<file path="config.mk">
export PLATFORM = sky130hd
export DESIGN_NAME = rs_ula
export DESIGN_NICKNAME = d
export VERILOG_FILES = /design/src/rtl/rs_ula_pkg.sv /design/src/rtl/rs_ula_entry.sv /design/src/rtl/rs_ula.sv
export SDC_FILE = /design/constraint.sdc
export NUM_CORES = 1
export LEC_CHECK = 0
export BUFFER_PORTS_ARGS = -buffer_cell sky130_fd_sc_hd__buf_2
export CAP_MARGIN = 5
export CELL_PAD_IN_SITES_DETAIL_PLACEMENT = 0
export CELL_PAD_IN_SITES_GLOBAL_PLACEMENT = 1
export CORE_UTILIZATION = 45
export CTS_CLUSTER_SIZE = 40
export DETAILED_ROUTE_END_ITERATION = 8
export GPL_TIMING_DRIVEN = 0
export PLACE_DENSITY = 0.88
export SLEW_MARGIN = 10
export SYNTH_ARGS = -nofsm -noshare
export SYNTH_HDL_FRONTEND = slang
export SYNTH_SLANG_ARGS = --single-unit
</file>
<file path="constraint.sdc">
create_clock -name clock -period 4.9 [get_ports clock]
set_input_delay 0.735 -clock clock [delete_from_list [all_inputs] [get_ports clock]]
set_output_delay 0.735 -clock clock [all_outputs]
set_load 0.1 [all_outputs]
</file>
<file path="src/rtl/rs_ula_pkg.sv">
// rs_ula_pkg -- shared definitions for the ULA reservation station.
// Holds the operation encodings, the per-entry state encoding, the bit
// positions of the common data bus fields and the unit bit that marks
// a ULA result, plus helpers that split a CDB word into tag and data.
package rs_ula_pkg;

    localparam int NUM_ENTRIES = 4;

    localparam logic [2:0] OP_ADD   = 3'b000;
    localparam logic [2:0] OP_SUB   = 3'b001;
    // Highest destination register this unit may write (R0..R2).
    localparam logic [2:0] DEST_MAX = 3'b010;

    typedef enum logic [1:0] {
        ST_FREE  = 2'd0,
        ST_WAIT  = 2'd1,
        ST_READY = 2'd2,
        ST_EXEC  = 2'd3
    } entry_state_e;

    // CDB layout: [15:13] one-hot dest, [12:11] RS position, [10] unit, [9:0] data.
    localparam int CDB_DEST_MSB = 15;
    localparam int CDB_DEST_LSB = 13;
    localparam int CDB_POS_MSB  = 12;
    localparam int CDB_POS_LSB  = 11;
    localparam int CDB_UNIT_BIT = 10;
    localparam int CDB_DATA_MSB = 9;
    localparam int CDB_DATA_LSB = 0;

    localparam logic UNIT_ULA = 1'b1;

    // Producer tag carried by a broadcast: {unit bit, RS position}.
    function automatic logic [2:0] cdb_tag(input logic [15:0] cdb);
        return {cdb[CDB_UNIT_BIT], cdb[CDB_POS_MSB:CDB_POS_LSB]};
    endfunction

    // Broadcast payload, zero-extended to the 16-bit operand width.
    function automatic logic [15:0] cdb_data(input logic [15:0] cdb);
        return {6'b000000, cdb[CDB_DATA_MSB:CDB_DATA_LSB]};
    endfunction

endpackage

</file>
<file path="src/rtl/rs_ula_entry.sv">
// rs_ula_entry -- one reservation-station slot.
// Holds the slot state (FREE/WAIT/READY/EXEC), the operation, destination,
// both operand values and their pending tags. Snoops the CDB to capture
// operands (including at issue time) and to release itself once the ULA
// broadcasts its own result.
// Ports:
//   clock, reset_n        clock and synchronous active-low reset
//   alloc, alloc_*        write this slot with the instruction being issued
//   cdb_valid, cdb_tag_in, cdb_data_in   decoded common data bus
//   dispatch              this slot was selected for dispatch this cycle
//   state_o, op_o, dest_o, vj_o, vk_o    slot contents for the top level
module rs_ula_entry
    import rs_ula_pkg::*;
#(
    parameter logic [1:0] IDX = 2'd0
)
(
    input  logic        clock,
    input  logic        reset_n,
    input  logic        alloc,
    input  logic [2:0]  alloc_op,
    input  logic [2:0]  alloc_dest,
    input  logic        alloc_qj_wait,
    input  logic [2:0]  alloc_qj,
    input  logic [15:0] alloc_vj,
    input  logic        alloc_qk_wait,
    input  logic [2:0]  alloc_qk,
    input  logic [15:0] alloc_vk,
    input  logic        cdb_valid,
    input  logic [2:0]  cdb_tag_in,
    input  logic [15:0] cdb_data_in,
    input  logic        dispatch,
    output logic [1:0]  state_o,
    output logic [2:0]  op_o,
    output logic [2:0]  dest_o,
    output logic [15:0] vj_o,
    output logic [15:0] vk_o
);

    entry_state_e state_q, state_d;
    logic [2:0]   op_q, op_d;
    logic [2:0]   dest_q, dest_d;
    logic         qj_wait_q, qj_wait_d;
    logic [2:0]   qj_q, qj_d;
    logic [15:0]  vj_q, vj_d;
    logic         qk_wait_q, qk_wait_d;
    logic [2:0]   qk_q, qk_d;
    logic [15:0]  vk_q, vk_d;
    logic         free_hit;

    // Only a ULA result tagged with this slot's own position releases it.
    assign free_hit = cdb_valid && (cdb_tag_in == {UNIT_ULA, IDX});

    always_ff @(posedge clock) begin
        if (!reset_n) begin
            state_q   <= ST_FREE;
            op_q      <= 3'b000;
            dest_q    <= 3'b000;
            qj_wait_q <= 1'b0;
            qj_q      <= 3'b000;
            vj_q      <= 16'h0000;
            qk_wait_q <= 1'b0;
            qk_q      <= 3'b000;
            vk_q      <= 16'h0000;
        end else begin
            state_q   <= state_d;
            op_q      <= op_d;
            dest_q    <= dest_d;
            qj_wait_q <= qj_wait_d;
            qj_q      <= qj_d;
            vj_q      <= vj_d;
            qk_wait_q <= qk_wait_d;
            qk_q      <= qk_d;
            vk_q      <= vk_d;
        end
    end

    always_comb begin
        state_d   = state_q;
        op_d      = op_q;
        dest_d    = dest_q;
        qj_wait_d = qj_wait_q;
        qj_d      = qj_q;
        vj_d      = vj_q;
        qk_wait_d = qk_wait_q;
        qk_d      = qk_q;
        vk_d      = vk_q;
        case (state_q)
            ST_FREE: begin
                if (alloc) begin
                    op_d      = alloc_op;
                    dest_d    = alloc_dest;
                    qj_d      = alloc_qj;
                    qk_d      = alloc_qk;
                    vj_d      = alloc_vj;
                    vk_d      = alloc_vk;
                    qj_wait_d = alloc_qj_wait;
                    qk_wait_d = alloc_qk_wait;
                    // A producer broadcasting in the issue cycle would
                    // otherwise be missed forever, so capture it here.
                    if (alloc_qj_wait && cdb_valid && (alloc_qj == cdb_tag_in)) begin
                        vj_d      = cdb_data_in;
                        qj_wait_d = 1'b0;
                    end
                    if (alloc_qk_wait && cdb_valid && (alloc_qk == cdb_tag_in)) begin
                        vk_d      = cdb_data_in;
                        qk_wait_d = 1'b0;
                    end
                    state_d = (qj_wait_d || qk_wait_d) ? ST_WAIT : ST_READY;
                end
            end
            ST_WAIT: begin
                if (qj_wait_q && cdb_valid && (qj_q == cdb_tag_in)) begin
                    vj_d      = cdb_data_in;
                    qj_wait_d = 1'b0;
                end
                if (qk_wait_q && cdb_valid && (qk_q == cdb_tag_in)) begin
                    vk_d      = cdb_data_in;
                    qk_wait_d = 1'b0;
                end
                if (!qj_wait_d && !qk_wait_d) begin
                    state_d = ST_READY;
                end
            end
            ST_READY: begin
                if (dispatch) begin
                    state_d = ST_EXEC;
                end
            end
            ST_EXEC: begin
                if (free_hit) begin
                    state_d = ST_FREE;
                end
            end
            default: state_d = ST_FREE;
        endcase
    end

    always_comb begin
        state_o = state_q;
        op_o    = op_q;
        dest_o  = dest_q;
        vj_o    = vj_q;
        vk_o    = vk_q;
    end

endmodule

</file>
<file path="src/rtl/rs_ula.sv">
// rs_ula -- four-entry reservation station feeding the ULA (ADD/SUB).
// Accepts one instruction per cycle into the lowest free slot, lets slots
// wake up from the common data bus and dispatches the lowest-index READY
// slot each cycle through a registered operand interface.
// Ports:
//   clock, reset_n                    clock, synchronous active-low reset
//   issue_valid/ready/pos             issue handshake and allocated tag
//   issue_op/dest/qj*/vj/qk*/vk       instruction fields
//   cdb, cdb_valid                    common data bus
//   RY_data, RZ_data, reg_dest, ULA_op, RS_position, operands_ready
//                                     registered dispatch to the ULA
module rs_ula
    import rs_ula_pkg::*;
(
    input  logic        clock,
    input  logic        reset_n,
    input  logic        issue_valid,
    output logic        issue_ready,
    output logic [1:0]  issue_pos,
    input  logic [2:0]  issue_op,
    input  logic [2:0]  issue_dest,
    input  logic        issue_qj_wait,
    input  logic [2:0]  issue_qj,
    input  logic [15:0] issue_vj,
    input  logic        issue_qk_wait,
    input  logic [2:0]  issue_qk,
    input  logic [15:0] issue_vk,
    input  logic [15:0] cdb,
    input  logic        cdb_valid,
    output logic [15:0] RY_data,
    output logic [15:0] RZ_data,
    output logic [2:0]  reg_dest,
    output logic [2:0]  ULA_op,
    output logic [1:0]  RS_position,
    output logic        operands_ready
);

    logic [1:0]  ent_state [NUM_ENTRIES];
    logic [2:0]  ent_op    [NUM_ENTRIES];
    logic [2:0]  ent_dest  [NUM_ENTRIES];
    logic [15:0] ent_vj    [NUM_ENTRIES];
    logic [15:0] ent_vk    [NUM_ENTRIES];

    logic [NUM_ENTRIES-1:0] free_vec;
    logic [NUM_ENTRIES-1:0] ready_vec;
    logic [NUM_ENTRIES-1:0] alloc_vec;
    logic [NUM_ENTRIES-1:0] disp_vec;

    logic        issue_legal;
    logic        issue_accept;
    logic        any_ready;
    logic [1:0]  disp_idx;
    logic [2:0]  bus_tag;
    logic [15:0] bus_data;

    logic [15:0] ry_q, ry_d;
    logic [15:0] rz_q, rz_d;
    logic [2:0]  dest_q, dest_d;
    logic [2:0]  op_q, op_d;
    logic [1:0]  pos_q, pos_d;
    logic        ordy_q, ordy_d;

    // The one-hot destination field is not needed to match tags.
    logic unused_cdb_dest;
    assign unused_cdb_dest = ^cdb[CDB_DEST_MSB:CDB_DEST_LSB];

    assign bus_tag  = cdb_tag(cdb);
    assign bus_data = cdb_data(cdb);

    generate
        for (genvar gi = 0; gi < NUM_ENTRIES; gi++) begin : g_entry
            rs_ula_entry #(
                .IDX(2'(gi))
            ) u_entry (
                .clock         (clock),
                .reset_n       (reset_n),
                .alloc         (alloc_vec[gi]),
                .alloc_op      (issue_op),
                .alloc_dest    (issue_dest),
                .alloc_qj_wait (issue_qj_wait),
                .alloc_qj      (issue_qj),
                .alloc_vj      (issue_vj),
                .alloc_qk_wait (issue_qk_wait),
                .alloc_qk      (issue_qk),
                .alloc_vk      (issue_vk),
                .cdb_valid     (cdb_valid),
                .cdb_tag_in    (bus_tag),
                .cdb_data_in   (bus_data),
                .dispatch      (disp_vec[gi]),
                .state_o       (ent_state[gi]),
                .op_o          (ent_op[gi]),
                .dest_o        (ent_dest[gi]),
                .vj_o          (ent_vj[gi]),
                .vk_o          (ent_vk[gi])
            );

            assign free_vec[gi]  = (ent_state[gi] == ST_FREE);
            assign ready_vec[gi] = (ent_state[gi] == ST_READY);
            assign alloc_vec[gi] = issue_accept && (issue_pos == 2'(gi));
            assign disp_vec[gi]  = any_ready && (disp_idx == 2'(gi));
        end
    endgenerate

    // Lowest-index search: walking downwards lets the smallest match win.
    always_comb begin
        issue_pos = 2'd0;
        for (int i = NUM_ENTRIES - 1; i >= 0; i--) begin
            if (free_vec[i]) begin
                issue_pos = 2'(i);
            end
        end
    end

    always_comb begin
        disp_idx = 2'd0;
        for (int i = NUM_ENTRIES - 1; i >= 0; i--) begin
            if (ready_vec[i]) begin
                disp_idx = 2'(i);
            end
        end
    end

    assign issue_ready  = |free_vec;
    assign any_ready    = |ready_vec;
    assign issue_legal  = (issue_dest <= DEST_MAX) &&
                          ((issue_op == OP_ADD) || (issue_op == OP_SUB));
    assign issue_accept = issue_valid && issue_ready && issue_legal;

    always_ff @(posedge clock) begin
        if (!reset_n) begin
            ry_q   <= 16'h0000;
            rz_q   <= 16'h0000;
            dest_q <= 3'b000;
            op_q   <= 3'b000;
            pos_q  <= 2'b00;
            ordy_q <= 1'b0;
        end else begin
            ry_q   <= ry_d;
            rz_q   <= rz_d;
            dest_q <= dest_d;
            op_q   <= op_d;
            pos_q  <= pos_d;
            ordy_q <= ordy_d;
        end
    end

    // Dispatch fields hold their last value when nothing is ready, so the
    // ULA only has to qualify them with the one-cycle strobe.
    always_comb begin
        ry_d   = ry_q;
        rz_d   = rz_q;
        dest_d = dest_q;
        op_d   = op_q;
        pos_d  = pos_q;
        ordy_d = 1'b0;
        if (any_ready) begin
            ry_d   = ent_vj[disp_idx];
            rz_d   = ent_vk[disp_idx];
            dest_d = ent_dest[disp_idx];
            op_d   = ent_op[disp_idx];
            pos_d  = disp_idx;
            ordy_d = 1'b1;
        end
    end

    assign RY_data        = ry_q;
    assign RZ_data        = rz_q;
    assign reg_dest       = dest_q;
    assign ULA_op         = op_q;
    assign RS_position    = pos_q;
    assign operands_ready = ordy_q;

endmodule

</file>
==> impl_metrics.py <==
metrics = {
    "outcome": {
        "status": "finished, final reports clean",
    },
    "logic_synthesis": {
        "synthCells": 1186,
        "async_reset_ff_frac": 0,
        "ys_seq_area_frac": 0.426,
        "ys_types": 65,
        "ys_ff_latch": 233,
        "yosys.area_share.simple": 0.125,
        "synth-edff-count": 0,
        "syn_avg_cell_area_um2": 9.24,
        "synthXorXnorAreaFrac": 0.0240,
        "ys_warn_count": 0,
        "synth_top_family_by_area": "compound AO/OA/AOI/OAI gates",
        "synth_ff_type": "dfxtp_1",
        "syn-num-nets": 1268,
        "synthAdderAreaFrac": 0.0183,
        "syn_area_um2": 11000,
        "synth_compound_area_frac": 0.215,
        "muxShareOfSynthArea": 0.134,
    },
    "pwr": {
        "p_clk_frac": 0.261,
        "p_leak_nw": 5.39,
        "ir_drop_v": 0.000386,
        "powerDensity_nw_per_um2": 580,
        "p_sw_mw": 3.25,
        "swShare": 0.442,
        "p_comb_frac": 0.431,
        "internal_power_mw": 4.11,
        "seqPwrFrac": 0.308,
    },
    "sta": {
        "relSlewSlack": 0.312,
        "rsz0062_at_grt": "false",
        "fin_setup_tns_ns": 0,
        "hold_violations": 0,
        "fmax_mhz": 319,
        "period_minus_slack_ns": 3.13,
        "timing.final.max_slew_violations": 0,
        "worstMarginPinSlew_ns": 1.03,
        "finClkSkew_ns": 0.0249,
        "fin_crit_sh": 0.639,
        "setup_violations": 0,
    },
    "clock_network": {
        "numCtsBuffers": 25,
        "hold_buffers": 0,
        "cts_setup_buffers": 0,
        "clock_path_buffers": 3,
        "cts_tree": "done",
        "cts_root_buf": "clkbuf_16",
        "cts_resized": 0,
        "insertion_delay_ns": 0.54,
        "clk_pin_slew_ns": 0.06,
        "clkSinkCount": 233,
        "cts_max_level": 1,
    },
    "placed_design": {
        "port_buffers": 102,
        "dp.cells": 1607,
        "gp_congestion": 0.921,
        "dpl.hpwl_um": 24600,
    },
    "cells_and_area": {
        "fin_util": 0.536,
        "layout_commonest_cell": "dfxtp_1",
        "layout-drive-gt1-share": 0.131,
        "final_cell_mix": "dfxtp_1 (233), mux2i_1 (147), a21oi_1 (141)",
        "nNetsFinal": 1397,
        "areaGrowthSynthToFinish_pct": 15.8,
        "diodes": 0,
        "stdcell_count": 1652,
    },
    "drt": {
        "wirelength_um": 34900,
        "drt_pre_antenna_iters": 5,
        "vias": 9885,
        "wl_met3_um": 3070,
        "drc_errors": 0,
        "top_layer": "met4",
        "post_drt_via_cell_ratio": 5.98,
        "ant_nets": 0,
        "drtIter0Drc": 738,
        "wire_per_inst_um": 21.2,
        "wl_met1_um": 15000,
        "met2_length_um": 15500,
    },
    "setup_path": {
        "cp-start-kind": "register",
        "crit_arrival_ns": 2.40,
        "required_ns": 4.16,
        "cp_max_fo": 10,
        "path_class": "reg2out",
        "crit_path_end_kind": "output port",
    },
    "floorplan": {
        "coreArea_um2": 23700,
        "die_x_um": 158,
        "die_area_um2": 25000,
        "ios": 110,
        "initial_core_util": 0.463,
        "die_height_um": 158,
        "rows": 56,
    },
    "global_route": {
        "grt_pass1_vias": 9328,
        "grtUsageTotal": 0.278,
        "grt_pass1_wl_um": 53100,
        "grt-ovfl-total": 0,
        "antenna_found_initial": 0,
        "grt_max_degree": 14,
    },
    "min_path": {
        "hold_path_class": "reg2reg",
    },
    "run": {
        "cap_violations": 0,
    },
}
[power by group through the flow]
stage | clock network, mW | registers (mW) | logic [mW]
CTS | 1.94 | 2.26 | 3.12
detailed placement | 0 | 2.30 | 3.11
floorplan | 0 | 3.01 | 1.58
global placement | 0 | 2.30 | 3.07
global route | 2.01 | 2.29 | 3.35
finish | 1.92 | 2.27 | 3.17
[final cells by class]
type	count	area, um^2
fillers	2253	11000
well taps	319	399
repair buffers	102	510
clock buffers	35	693
plain buffers	99	404
inverters	58	218
clock inverters	10	129
multi-input cells	796	5670
flip-flops and latches	233	4660
[cell families (layout without fill, tap and decap cells)]
| family | after synthesis | count (layout) |
|---|---|---|
| flip-flops | 233 | 233 |
| XOR/XNOR | 30 | 30 |
| AND/OR/NAND/NOR | 255 | 255 |
| multiplexers | 147 | 147 |
| adder cells (fa/ha/maj) | 16 | 16 |
| AO/OA/AOI/OAI | 348 | 348 |
| buffers and inverters | 157 | 304 |
[layer usage]
| metal | up-vias | global-route usage |
|---|---|---|
| met5 | - | 0 |
| met1 | 4719 | 0.376 |
| met3 | 93 | 0.0539 |
| met4 | 0 | 0.116 |
| met2 | 465 | 0.432 |
| li1 | 4608 | - |
[cells in the mapped netlist (4+ instances only)]
cell type | count | share of area
a32o_1 | 21 | 0.019
o2bb2ai_1 | 42 | 0.034
o22ai_1 | 11 | 0.0063
o221ai_1 | 38 | 0.030
xnor2_1 | 24 | 0.019
buf_2 | 20 | 0.0091
nor2_1 | 38 | 0.013
a22o_1 | 8 | 0.0064
and2_1 | 6 | 0.0034
xor2_1 | 6 | 0.0048
clkbuf_1 | 63 | 0.022
dfxtp_1 | 233 | 0.43
nand2_1 | 79 | 0.027
mux2i_1 | 147 | 0.13
nand4_1 | 7 | 0.0040
ha_1 | 16 | 0.018
nand3_1 | 33 | 0.015
or3_1 | 4 | 0.0023
a311oi_1 | 13 | 0.010
and3_1 | 9 | 0.0051
nor3b_1 | 38 | 0.026
nor3_1 | 9 | 0.0041
o21ai_0 | 38 | 0.017
a41oi_1 | 4 | 0.0032
buf_1 | 14 | 0.0048
a21oi_1 | 141 | 0.064
inv_1 | 58 | 0.020
and4_1 | 4 | 0.0032
nor2b_1 | 5 | 0.0029
[worst max-delay path: stages (launching register included)]
cell and delay, ns:
dfxtp_1 0.39, inv_1 0.08, ha_1 0.19, buf_2 0.20
nor2_1 0.18, a21boi_0 0.33, buf_2 0.50
[per-stage QoR]
step | hold slack [ns] | total power, mW | worst slack (ns) | cell area, um^2
2_1_floorplan | 0.424 | 4.60 | 1.05 | 11000
5_1_grt | 0.464 | 7.64 | 1.68 | 12700
4_1_cts | 0.445 | 7.32 | 1.79 | 12700
3_5_place_dp | 0.436 | 5.41 | 1.72 | 11900
3_3_place_gp | 0.431 | 5.37 | 1.71 | 11900
6_report | 0.442 | 7.36 | 1.77 | 12700
[registers in the layout, indices dropped and copies added (netlist names)]
name and flops:
g_entry.u_entry.vj_o 64, g_entry.u_entry.state_o 8, operands_ready 1, g_entry.u_entry.qj_wait_q 4, g_entry.u_entry.dest_o 12, g_entry.u_entry.op_o 12, g_entry.u_entry.vk_o 64, g_entry.u_entry.qk_q 12
RZ_data 16, RS_position 2, ULA_op 3, RY_data 16, g_entry.u_entry.qj_q 12, g_entry.u_entry.qk_wait_q 4, reg_dest 3
[final timing paths]
kind | endpoint | cells past startpoint | from | slack (ns)
worst max-delay path | issue_pos[1] | 6 | g_entry[1].u_entry.state_o[0] | 1.77
worst min-delay path | g_entry[2].u_entry.op_o[1] | 2 | g_entry[2].u_entry.op_o[1] | 0.44
worst max register to register | g_entry[1].u_entry.vk_o[3] | 8 | g_entry[0].u_entry.state_o[0] | 1.85
worst min register to register | g_entry[2].u_entry.op_o[1] | 2 | g_entry[2].u_entry.op_o[1] | 0.44
No activity file was read; power rests on OpenSTA's default activity.
